<file path="src/rtl/codificador_pkg.sv">
// Shared types, mode constants and width helper for the synchronous
// function-code encoder.
package codificador_pkg;

    typedef enum logic [1:0] {
        ESPERA   = 2'd0,
        CONTANDO = 2'd1,
        ESTAVEL  = 2'd2
    } estado_t;

    localparam int MODO_ESTRITO    = 32'sd0;
    localparam int MODO_PRIORIDADE = 32'sd1;

    // Ceiling log2: smallest width whose range covers 0..valor-1.
    function automatic int clog2(input int valor);
        int largura;
        int potencia;
        largura  = 32'sd0;
        potencia = 32'sd1;
        while (potencia < valor) begin
            potencia = potencia * 32'sd2;
            largura  = largura + 32'sd1;
        end
        return largura;
    endfunction

endpackage

</file>
<file path="src/rtl/codificador_onehot_comb.sv">
// Combinational request-line encoder: zero -> 0, bit i -> i+1, multi-hot
// resolved by MODO (strict gives 0, priority gives highest index+1).
module codificador_onehot_comb
    import codificador_pkg::*;
#(
    parameter int  N_ENTRADAS = 7,
    parameter int  MODO       = MODO_ESTRITO,
    localparam int W_CF       = clog2(N_ENTRADAS + 1)
) (
    input  logic [N_ENTRADAS-1:0] entradas,
    output logic [W_CF-1:0]       code,
    output logic                  multi_hot
);

    logic [5:0]      n_ativos_s;
    logic [W_CF-1:0] maior_s;

    // Count active lines and remember the highest active index.
    always_comb begin
        n_ativos_s = 6'd0;
        maior_s    = '0;
        for (int i = 0; i < N_ENTRADAS; i++) begin
            n_ativos_s = n_ativos_s + {5'd0, entradas[i]};
            maior_s    = entradas[i] ? W_CF'(i + 1) : maior_s;
        end
        multi_hot = (n_ativos_s > 6'd1);
        code      = (multi_hot && (MODO == MODO_ESTRITO)) ? '0 : maior_s;
    end

endmodule

</file>
<file path="src/rtl/codificador_funcionalidade_sinc.sv">
// Debounced, registered function-code encoder with valid/ready output,
// multi-hot error reporting and overrun detection.
module codificador_funcionalidade_sinc
    import codificador_pkg::*;
#(
    parameter int  N_ENTRADAS = 7,
    parameter int  DEBOUNCE   = 4,
    parameter int  MODO       = MODO_ESTRITO,
    localparam int W_CF       = clog2(N_ENTRADAS + 1)
) (
    input  logic                  clk,
    input  logic                  rst,
    input  logic [N_ENTRADAS-1:0] entradas,
    input  logic                  clear,
    input  logic                  cf_ready,
    output logic [W_CF-1:0]       cf,
    output logic                  cf_valid,
    output logic                  erro,
    output logic                  erro_sticky,
    output logic                  overrun
);

    localparam int               W_CNT    = clog2(DEBOUNCE + 1);
    localparam logic [W_CNT-1:0] CNT_UM   = W_CNT'(32'd1);
    localparam logic [W_CNT-1:0] CNT_ALVO = W_CNT'(DEBOUNCE);

    logic [N_ENTRADAS-1:0] amostra_r;
    logic [N_ENTRADAS-1:0] anterior_r;
    estado_t               estado_r;
    estado_t               estado_s;
    logic [W_CNT-1:0]      cnt_r;
    logic [W_CNT-1:0]      cnt_s;
    logic [W_CF-1:0]       ultimo_r;
    logic [W_CF-1:0]       cod_s;
    logic                  multi_s;
    logic                  mudou_s;
    logic                  aceita_s;
    logic                  emite_s;

    codificador_onehot_comb #(
        .N_ENTRADAS(N_ENTRADAS),
        .MODO      (MODO)
    ) u_onehot (
        .entradas (amostra_r),
        .code     (cod_s),
        .multi_hot(multi_s)
    );

    assign mudou_s = (amostra_r != anterior_r);
    // A repeated code with unchanged error level is not re-presented.
    assign emite_s = aceita_s && ((cod_s != ultimo_r) || (multi_s != erro));

    // Debounce FSM next state; acceptance happens on the edge the count hits DEBOUNCE.
    always_comb begin
        estado_s = estado_r;
        cnt_s    = cnt_r;
        aceita_s = 1'b0;
        case (estado_r)
            ESPERA, ESTAVEL: begin
                if (mudou_s) begin
                    estado_s = CONTANDO;
                    cnt_s    = CNT_UM;
                end else begin
                    estado_s = estado_r;
                    cnt_s    = cnt_r;
                end
            end
            CONTANDO: begin
                if (mudou_s) begin
                    cnt_s = CNT_UM;
                end else if (cnt_r < CNT_ALVO) begin
                    cnt_s = cnt_r + CNT_UM;
                end else begin
                    cnt_s = cnt_r;
                end
            end
            default: begin
                estado_s = ESPERA;
                cnt_s    = '0;
            end
        endcase
        if ((estado_s == CONTANDO) && (cnt_s == CNT_ALVO)) begin
            estado_s = ESTAVEL;
            aceita_s = 1'b1;
        end else begin
            aceita_s = 1'b0;
        end
    end

    // Input sample, change-detection history, FSM state and counter.
    always_ff @(posedge clk) begin
        if (rst) begin
            amostra_r  <= '0;
            anterior_r <= '0;
            estado_r   <= ESPERA;
            cnt_r      <= '0;
        end else begin
            amostra_r  <= entradas;
            anterior_r <= amostra_r;
            estado_r   <= estado_s;
            cnt_r      <= cnt_s;
        end
    end

    // Last accepted code and error level.
    always_ff @(posedge clk) begin
        if (rst) begin
            ultimo_r <= '0;
            erro     <= 1'b0;
        end else if (aceita_s) begin
            ultimo_r <= cod_s;
            erro     <= multi_s;
        end else begin
            ultimo_r <= ultimo_r;
            erro     <= erro;
        end
    end

    // Output handshake: a new code always wins over a same-edge consume.
    always_ff @(posedge clk) begin
        if (rst) begin
            cf       <= '0;
            cf_valid <= 1'b0;
        end else if (emite_s) begin
            cf       <= cod_s;
            cf_valid <= 1'b1;
        end else if (cf_valid && cf_ready) begin
            cf       <= cf;
            cf_valid <= 1'b0;
        end else begin
            cf       <= cf;
            cf_valid <= cf_valid;
        end
    end

    // Sticky flags; a set event takes priority over clear.
    always_ff @(posedge clk) begin
        if (rst) begin
            erro_sticky <= 1'b0;
            overrun     <= 1'b0;
        end else begin
            if (aceita_s && multi_s) begin
                erro_sticky <= 1'b1;
            end else if (clear) begin
                erro_sticky <= 1'b0;
            end else begin
                erro_sticky <= erro_sticky;
            end
            if (emite_s && cf_valid && !cf_ready) begin
                overrun <= 1'b1;
            end else if (clear) begin
                overrun <= 1'b0;
            end else begin
                overrun <= overrun;
            end
        end
    end

endmodule

</file>
<file path="config.mk">
export PLATFORM = sky130hd
export DESIGN_NAME = codificador_funcionalidade_sinc
export DESIGN_NICKNAME = d
export VERILOG_FILES = /design/src/rtl/codificador_pkg.sv /design/src/rtl/codificador_onehot_comb.sv /design/src/rtl/codificador_funcionalidade_sinc.sv
export SDC_FILE = /design/constraint.sdc
export NUM_CORES = 1
export LEC_CHECK = 0
export CORE_ASPECT_RATIO = 0.5
export CORE_MARGIN = 2
export CORE_UTILIZATION = 50
export CTS_BUF_LIST = sky130_fd_sc_hd__clkbuf_8
export CTS_CLUSTER_DIAMETER = 50
export DETAILED_ROUTE_END_ITERATION = 12
export GPL_TIMING_DRIVEN = 1
export PLACE_DENSITY = 0.81
export SLEW_MARGIN = 20
export SYNTH_ARGS = -nofsm -noshare
export SYNTH_HDL_FRONTEND = slang
export SYNTH_SLANG_ARGS = --single-unit
</file>
<file path="constraint.sdc">
create_clock -name clk -period 4.7 [get_ports clk]
set_clock_uncertainty 0.15 [all_clocks]
set_input_delay 1.175 -clock clk [delete_from_list [all_inputs] [get_ports clk]]
set_output_delay 1.175 -clock clk [all_outputs]
set_load 0.005 [all_outputs]
</file>
# Word-level counts from Yosys, hierarchy flattened
# Index checks and enable logic that the tools add are counted.
# W data, S select, Z words.
# totals
register_bits	29
inputBits	11
out_inout_bits	7
word_cells	62
# op_classes
addsub	7
order_cmp	2
eq_ne	7
n_mux	21
reduce_logical	14
# ops
cell	count
$add A6 B1 Y6	5
$mux W3	10
$mux W1	7
$ne A7 B7 Y1	1
$gt A6 B1 Y1 const B	1
$logic_and A1 B1 Y1	6
$pmux W3 S2	1
$reduce_bool A2 Y1	3
$eq A2 B1 Y1 const B	2
$mux W2	2
$pmux W2 S2	1
$reduce_or A2 Y1	2
$add A3 B1 Y3 const B	1
$eq A3 B3 Y1 const B	1
$lt A3 B3 Y1 const B	1
$ne A3 B3 Y1	1
$add A1 B1 Y2	1
$eq A2 B2 Y1 const B	1
$logic_not A2 Y1	1
$logic_not A1 Y1	1
$logic_or A1 B1 Y1	1
$ne A1 B1 Y1	1

# Longest topological paths before layout
# Gate-level depths: netlist of the first run.
# depth
depth_word	14
mapped_depth	14
mapped_depth_nobuf	14

# Hierarchy
# Synthesis of the first run repeated with hierarchy kept, for this count alone.
# hier_totals
cells_unflattened	139
area_unflattened_um2	1378.8
# modules_own_cells
module	n_inst	cells_per_inst	area_per_inst_um2	seq_area_each_um2
codificador_funcionalidade_sinc	1	113	1166.1	580.6
codificador_onehot_comb	1	26	212.7	0.0

# Worst setup path before layout of the first run
# No wires, ideal clock.
# synth_path
kind	flip-flop to flip-flop
startpoint	register amostra_r[1]
endpoint	register cf[2]
setup_ns	0.121
arrival_time_ns	3.678
required_ns	4.429
path_slack_ns	0.751
path_stages_with_launch	14
n_path_buf	0
synth_period_minus_slack_ns	3.949
cell_sequence	dfxtp_1 -> inv_1 -> ha_1 -> fa_1 -> fa_1 -> inv_1 -> ha_1 -> inv_1 -> fa_1 -> a211oi_1 -> a31oi_1 -> o41ai_1 -> a21o_2 -> mux2_2
# synth_between
elab_chain_len	11
elab_cells_between_ends	28
cone_classes	add/sub (6); order compare (1); eq/ne (5); mux (13); reduce/logical (3)
# synth_rtl
element	line_no	source
from (decl)	codificador_funcionalidade_sinc.sv:27	logic [N_ENTRADAS-1:0] amostra_r;
from (signal assigned)	codificador_funcionalidade_sinc.sv:98	amostra_r <= entradas;
$add A1 B1 Y2	codificador_onehot_comb.sv:23	n_ativos_s = n_ativos_s + {5'd0, entradas[i]};
$add A6 B1 Y6 (5 in a row)	codificador_onehot_comb.sv:23	
$gt A6 B1 Y1	codificador_onehot_comb.sv:26	multi_hot = (n_ativos_s > 6'd1);
$mux W3	codificador_onehot_comb.sv:27	code = (multi_hot && (MODO == MODO_ESTRITO)) ? '0 : maior_s;
$ne A3 B3 Y1	codificador_funcionalidade_sinc.sv:51	assign emite_s = aceita_s && ((cod_s != ultimo_r) || (multi_s != erro));
$logic_or A1 B1 Y1	codificador_funcionalidade_sinc.sv:51	
$logic_and A1 B1 Y1	codificador_funcionalidade_sinc.sv:51	
to (signal assigned)	codificador_funcionalidade_sinc.sv:125	cf <= cod_s;
to (decl)	codificador_funcionalidade_sinc.sv:16	output logic [W_CF-1:0] cf,
# Parallel ways exist; a longest one is shown, timed or not.
# A chain may end at the register's enable or synchronous reset.

# Final worst setup path of the first run
# Same ends and word-level chain as after synthesis.

==> summary.txt, run 1 <==
Utilization after layout: 0.635
GP Congestion: 0.803
CORE AREA: 2590 µm²
Min Tclk post-route: 4.28 ns
Class of the most critical setup path: reg -> reg
Post-route ant nets: 0
Setup TNS: 0 ns
Cells after synthesis: 143
CTS hold repair buffers: 0
Relative slew slack: 0.506
Worst setup slack after layout: 0.423 ns
Top delay family on crit path: adder cells
CTS tree: done
Post-synthesis sequential area ratio: 0.428
Met2 GRT Util: 0.304
Worst setup SP type: register
Initial antenna violation count: 0
Skew-Pair Late Insertion Delay: 0.28 ns
Top FF cell, synth: dfxtp_1
Status: finished, final reports clean
Filler cells: 222
FFs w/ async S/R, synth: 0
Synth cell types: 39
Crit path buffers/inverters: 3
Met3 Use GR: 0.0947
CP cell instances: inv_1, ha_1, fa_1, fa_1, inv_1, ha_1, inv_1, fa_1, a211oi_1, a31oi_1, o41ai_1, a21o_2, mux2_2
Post-CTS Resized: 0
Mapped Avg Cell Area: 9.49 µm²
Routed WL: 2370 µm
Worst-Margin Slew: 0.732 ns
I/O pin count: 18
Worst min path class: reg -> reg
Slowest stage delay, CP: 0.63 ns
PwrDens: 320 nW/µm²
ANT cells: 0
DR WL/cell: 11.7 µm
Root buf cell: clkbuf_8
Vias in the first global route: 930
Commonest non-fill, non-tap cell in the layout: dfxtp_1
NumNets Final: 184
P&R area growth vs syn: 20.9%
Grt total ovfl: 0
Initial DRC Count: 49
Pre-CTS setup slack: 0.446 ns
Tot GR Track Use: 0.178
Final Power: 0.000525 W
Die ar.: 3170 µm²
Reg2reg setup slack: 0.42 ns
DP HPWL: 1700 µm
EDFF count, synth: 0
Port bufs: 17
RSZ-0062 raised after global routing: false
Die H: 40.8 µm
Layout cells sized above 1: 0.0970
Leakage Power: 0.664 nW
Largest net degree at the start of global routing: 17
FF/Latch Area: 581 µm²
YS warnings: 0
Num CTS Buffers: 5
CTS clk-pin slew, worst paths: 0.06 ns
CP max stage cell: o41ai_1
Yosys reg bits: 29
Fmax: 234 MHz
Max FO, Critical Path: 8
Most frequent cells in the layout: dfxtp_1 (29), clkdlybuf4s50_1 (17), nor2_1 (15), inv_1 (13), nor2b_1 (10)
Worst Path Required: 4.73 ns
Max-Cap Viols: 0
Row Count: 13
Clock sink count: 29
VDD IR-drop max: 0.178 mV
Grt met1 use: 0.192
H-tree level count: 2
Die width: 77.7 µm
Critical Path AT: 4.30 ns
Area of the multi-input gates: 709 µm²
Postcts setup bufs: 0
Synthesized area: 1360 µm²
Vias per cell: 5.00
Syn_nets: 163
Vias: 1010
Drt first pass iters: 4
Pins over their slew limit: 0
GR peak layer: met2
Finished Layout Cells: 202
Initial Util: 0.525
Bufs on Longest Clock Path: 2
CP endpoint kind: register
Final Hold Vio Count: 0
Global-route wire length before repair: 4000 µm
Final period util: 0.910
Final setup fails: 0
Dpl cells: 194
Drt drc: 0
-- Yosys cell counts (all sizes together) (2+ instances only) --
master  number  area (µm²)
mux2i        2        20.0
nor2        15        56.3
fa           3        60.1
nor2b       10        62.6
clkbuf       3        11.3
a31oi        2        12.5
nor4         2        18.8
a21o         2        16.3
nand2b       4        25.0
xnor2        5        43.8
nor3         5        25.0
nor3b        3        22.5
ha           6        75.1
a21oi       10        53.8
inv         12        45.0
xor2         5        43.8
dfxtp       29         581
o21ai        2        10.0
nand2        6        22.5
-- path summary, 6_finish.rpt --
check / startpoint / to / depth (start not counted)
setup / recovery: amostra_r[1]$_SDFF_PP0_ / cf[2]$_SDFFE_PP0P_ / 13
hold / removal: overrun$_SDFFE_PP0P_ / overrun$_SDFFE_PP0P_ / 2
setup reg to reg: amostra_r[1]$_SDFF_PP0_ / cf[2]$_SDFFE_PP0P_ / 13
hold reg to reg: overrun$_SDFFE_PP0P_ / overrun$_SDFFE_PP0P_ / 2
-- worst reg2reg max path: stages (launching register included) --
cell	delay (ns)
dfxtp_1	0.39
inv_1	0.08
ha_1	0.29
fa_1	0.50
fa_1	0.40
inv_1	0.06
ha_1	0.15
inv_1	0.05
fa_1	0.38
a211oi_1	0.22
a31oi_1	0.25
o41ai_1	0.63
a21o_2	0.28
mux2_2	0.34
-- area by class of cell --
| class | count | share of cell area |
|---|---|---|
| repair buffers | 18 | 0.108 |
| clock inverters | 3 | 0.00838 |
| clock buffers | 5 | 0.0419 |
| inverters | 12 | 0.0274 |
| flip-flops and latches | 29 | 0.354 |
| well taps | 37 | 0.0282 |
| multi-input cells | 98 | 0.432 |
-- per-stage QoR --
stage          hold slack, ns  instance area [µm²]
2_1_floorplan           0.297                 1360
5_1_grt                 0.348                 1640
3_3_place_gp            0.312                 1560
4_1_cts                 0.328                 1640
6_report                0.319                 1640
3_5_place_dp            0.313                 1560
-- routing by layer --
metal / wire length (µm) / vias up
met2: 1030 / 20
met3: 119 / 5
met5: 0 / -
met4: 49 / 0
li1: - / 519
met1: 1170 / 466
-- sequential cells by signal, summed over array words and instances (netlist names) --
| signal | cells |
|---|---|
| erro | 1 |
| ultimo_r | 3 |
| erro_sticky | 1 |
| anterior_r | 7 |
| cnt_r | 3 |
| overrun | 1 |
| cf_valid | 1 |
| cf | 3 |
| estado_r | 2 |
| amostra_r | 7 |
-- report_power, final --
group           total, W  internal (W)  switching [W]
clock network   0.000193      0.000100      0.0000931
registers       0.000260      0.000253     0.00000667
logic          0.0000723     0.0000334      0.0000389
-- logic make-up (layout without fill, tap and decap cells) --
family                   after synthesis  after routing  synth area share
AND/OR/NAND/NOR                       53             53             0.225
flip-flops                            29             29             0.428
AO/OA/AOI/OAI                         23             23             0.111
buffers and inverters                 16             38            0.0498
XOR/XNOR                              10             10            0.0645
adder cells (fa/ha/maj)                9              9            0.0995
multiplexers                           3              3            0.0230
Note: power is estimated with default switching activity, not from simulation.
==> run 2, diff against run 1 <==
--- a/config.mk
+++ b/config.mk
@@ -12,7 +12,7 @@
 export CTS_CLUSTER_DIAMETER = 50
 export DETAILED_ROUTE_END_ITERATION = 12
 export GPL_TIMING_DRIVEN = 1
-export PLACE_DENSITY = 0.81
+export PLACE_DENSITY = 0.74
 export SLEW_MARGIN = 20
 export SYNTH_ARGS = -nofsm -noshare
 export SYNTH_HDL_FRONTEND = slang
==> summary.txt, run 2 (synthesized netlist as in run 1, its figures left out) <==
Status: finished, final reports clean
Die width: 77.7 µm (unchanged)
Vias: 998 (-1.2%)
Final Power: 0.000531 W (+1.1%)
Min Tclk post-route: 4.25 ns (-0.0242 ns)
Postcts setup bufs: 0 (unchanged)
Initial antenna violation count: 0 (unchanged)
Die H: 40.8 µm (unchanged)
P&R area growth vs syn: 21.2%
WHS Path Cells: 2 (unchanged)
Drt drc: 0 (unchanged)
Routed WL: 2330 µm (-1.5%)
Max FO, Critical Path: 8 (unchanged)
Worst Path Required: 4.72 ns (about the same)
DP HPWL: 1700 µm (+0.34%)
Dpl cells: 194 (unchanged)
Row Count: 13 (unchanged)
Layout cells sized above 1: 0.0915 (-0.00551)
Vias in the first global route: 948 (+1.9%)
GP Congestion: 0.743 (-7.4%)
H-tree level count: 2 (unchanged)
Most frequent cells in the layout: dfxtp_1 (29), clkdlybuf4s50_1 (17), nor2_1 (15), inv_1 (13), nor2b_1 (10)
Num CTS Buffers: 5 (unchanged)
Tot GR Track Use: 0.179 (+0.000787)
Setup crit end: cf[2]$_SDFFE_PP0P_
CTS tree: done
Finished Layout Cells: 201 (-0.50%)
CTS clk-pin slew, worst paths: 0.06 ns (about the same)
PwrDens: 323 nW/µm² (+0.88%)
CTS hold repair buffers: 0 (unchanged)
Class of the most critical setup path: reg -> reg
Final hold slack: 0.319 ns (-0.000823 ns)
Filler cells: 201 (-9.5%)
Worst min path class: reg -> reg
Setup TNS: 0 ns (unchanged)
Grt total ovfl: 0 (unchanged)
CP max stage cell: o41ai_1
RSZ-0062 raised after global routing: false
Worst reg2reg endpoint: cf[2]$_SDFFE_PP0P_
Biggest regs: amostra_r (7), anterior_r (7)
Worst setup SP type: register
Final setup fails: 0 (unchanged)
Bufs on Longest Clock Path: 2 (unchanged)
Worst-Margin Slew: 0.654 ns (-0.0776 ns)
Relative slew slack: 0.558 (+0.0524)
Largest net degree at the start of global routing: 25 (+8)
CP cell instances: inv_1, ha_1, fa_1, fa_1, inv_1, ha_1, inv_1, fa_1, a211oi_1, a31oi_1, o41ai_1, a21o_2, mux2_2
Post-route ant nets: 0 (unchanged)
Worst flop-to-flop path startpoint: amostra_r[1]$_SDFF_PP0_
Critical Path AT: 4.27 ns (-0.03 ns)
Initial DRC Count: 71 (+45%)
Die ar.: 3170 µm² (unchanged)
Drt first pass iters: 4 (unchanged)
Pins over their slew limit: 0 (unchanged)
Post-CTS Resized: 0 (unchanged)
Skew-Pair Late Insertion Delay: 0.28 ns (about the same)
Slowest stage delay, CP: 0.60 ns (-0.03 ns)
I/O pin count: 18 (unchanged)
Root buf cell: clkbuf_8
Clock sink count: 29 (unchanged)
Global-route wire length before repair: 4070 µm (+1.9%)
Max-Cap Viols: 0 (unchanged)
Critical path origin: amostra_r[1]$_SDFF_PP0_
CP endpoint kind: register
NumNets Final: 184 (unchanged)
Pre-CTS setup slack: 0.411 ns (-0.0350 ns)
Initial Util: 0.525 (unchanged)
Vias per cell: 4.97 (-0.70%)
Port bufs: 17 (unchanged)
ANT cells: 0 (unchanged)
CORE AREA: 2590 µm² (unchanged)
Commonest non-fill, non-tap cell in the layout: dfxtp_1
Fmax: 235 MHz (+0.57%)
VDD IR-drop max: 0.181 mV (+1.7%)
Final Hold Vio Count: 0 (unchanged)
R2R depth: 13 (unchanged)
DR WL/cell: 11.6 µm (-0.99%)
Reg2reg setup slack: 0.45 ns (+0.02 ns)
Final period util: 0.905 (-0.00515)
Leakage Power: 0.663 nW (about the same)
Worst setup slack after layout: 0.447 ns (+0.0242 ns)
run 2: area by class of cell:
cell class	instances	area [µm²]	share of cell area
inverter	12	45.0	0.0274
clock inverter	1	3.75	0.00228
tap	37	46.3	0.0281
sequential	29	581	0.353
multi-input combinational	98	709	0.431
timing repair buffer	18	178	0.108
clock buffer	6	82.6	0.0502
run 2: how the worst min path moves through the flow:
| stage | slack (ns) | start | end |
|---|---|---|---|
| 2_1_floorplan | 0.30 | overrun$_SDFFE_PP0P_ | overrun$_SDFFE_PP0P_ |
| 3_3_place_gp | 0.30 | overrun$_SDFFE_PP0P_ | overrun$_SDFFE_PP0P_ |
| 3_5_place_dp | 0.30 | overrun$_SDFFE_PP0P_ | overrun$_SDFFE_PP0P_ |
| 4_1_cts | 0.32 | erro_sticky$_SDFFE_PP0P_ | erro_sticky$_SDFFE_PP0P_ |
| 5_1_grt | 0.33 | erro_sticky$_SDFFE_PP0P_ | erro_sticky$_SDFFE_PP0P_ |
| 6_report | 0.32 | overrun$_SDFFE_PP0P_ | overrun$_SDFFE_PP0P_ |
run 2: per-stage QoR:
step | util | area, µm²
2_1_floorplan | - | 1360
3_3_place_gp | 0.603 | 1560
3_5_place_dp | 0.603 | 1560
4_1_cts | 0.636 | 1650
5_1_grt | 0.636 | 1650
6_report | 0.636 | 1650
run 2: worst max-delay path, delay by kind of cell, from the launching register on:
family | cells | cell delay (ns)
compound gates | 4 | 1.35
fa+ha+maj | 5 | 1.73
buf+inv | 3 | 0.19
flops | 1 | 0.39
mux | 1 | 0.33
run 2: power breakdown:
| part | internal, W | switching (W) |
|---|---|---|
| clock network | 0.000114 | 0.0000858 |
| logic | 0.0000334 | 0.0000382 |
| registers | 0.000253 | 0.00000689 |
| total | 0.000400 | 0.000131 |
run 2: per-layer routing:
| layer | track usage | up-vias | share of wire |
|---|---|---|---|
| met5 | 0 | - | 0 |
| met4 | 0.0804 | 0 | 0.0064 |
| met3 | 0.0727 | 2 | 0.050 |
| met2 | 0.315 | 23 | 0.47 |
| met1 | 0.202 | 453 | 0.47 |
| li1 | - | 520 | - |
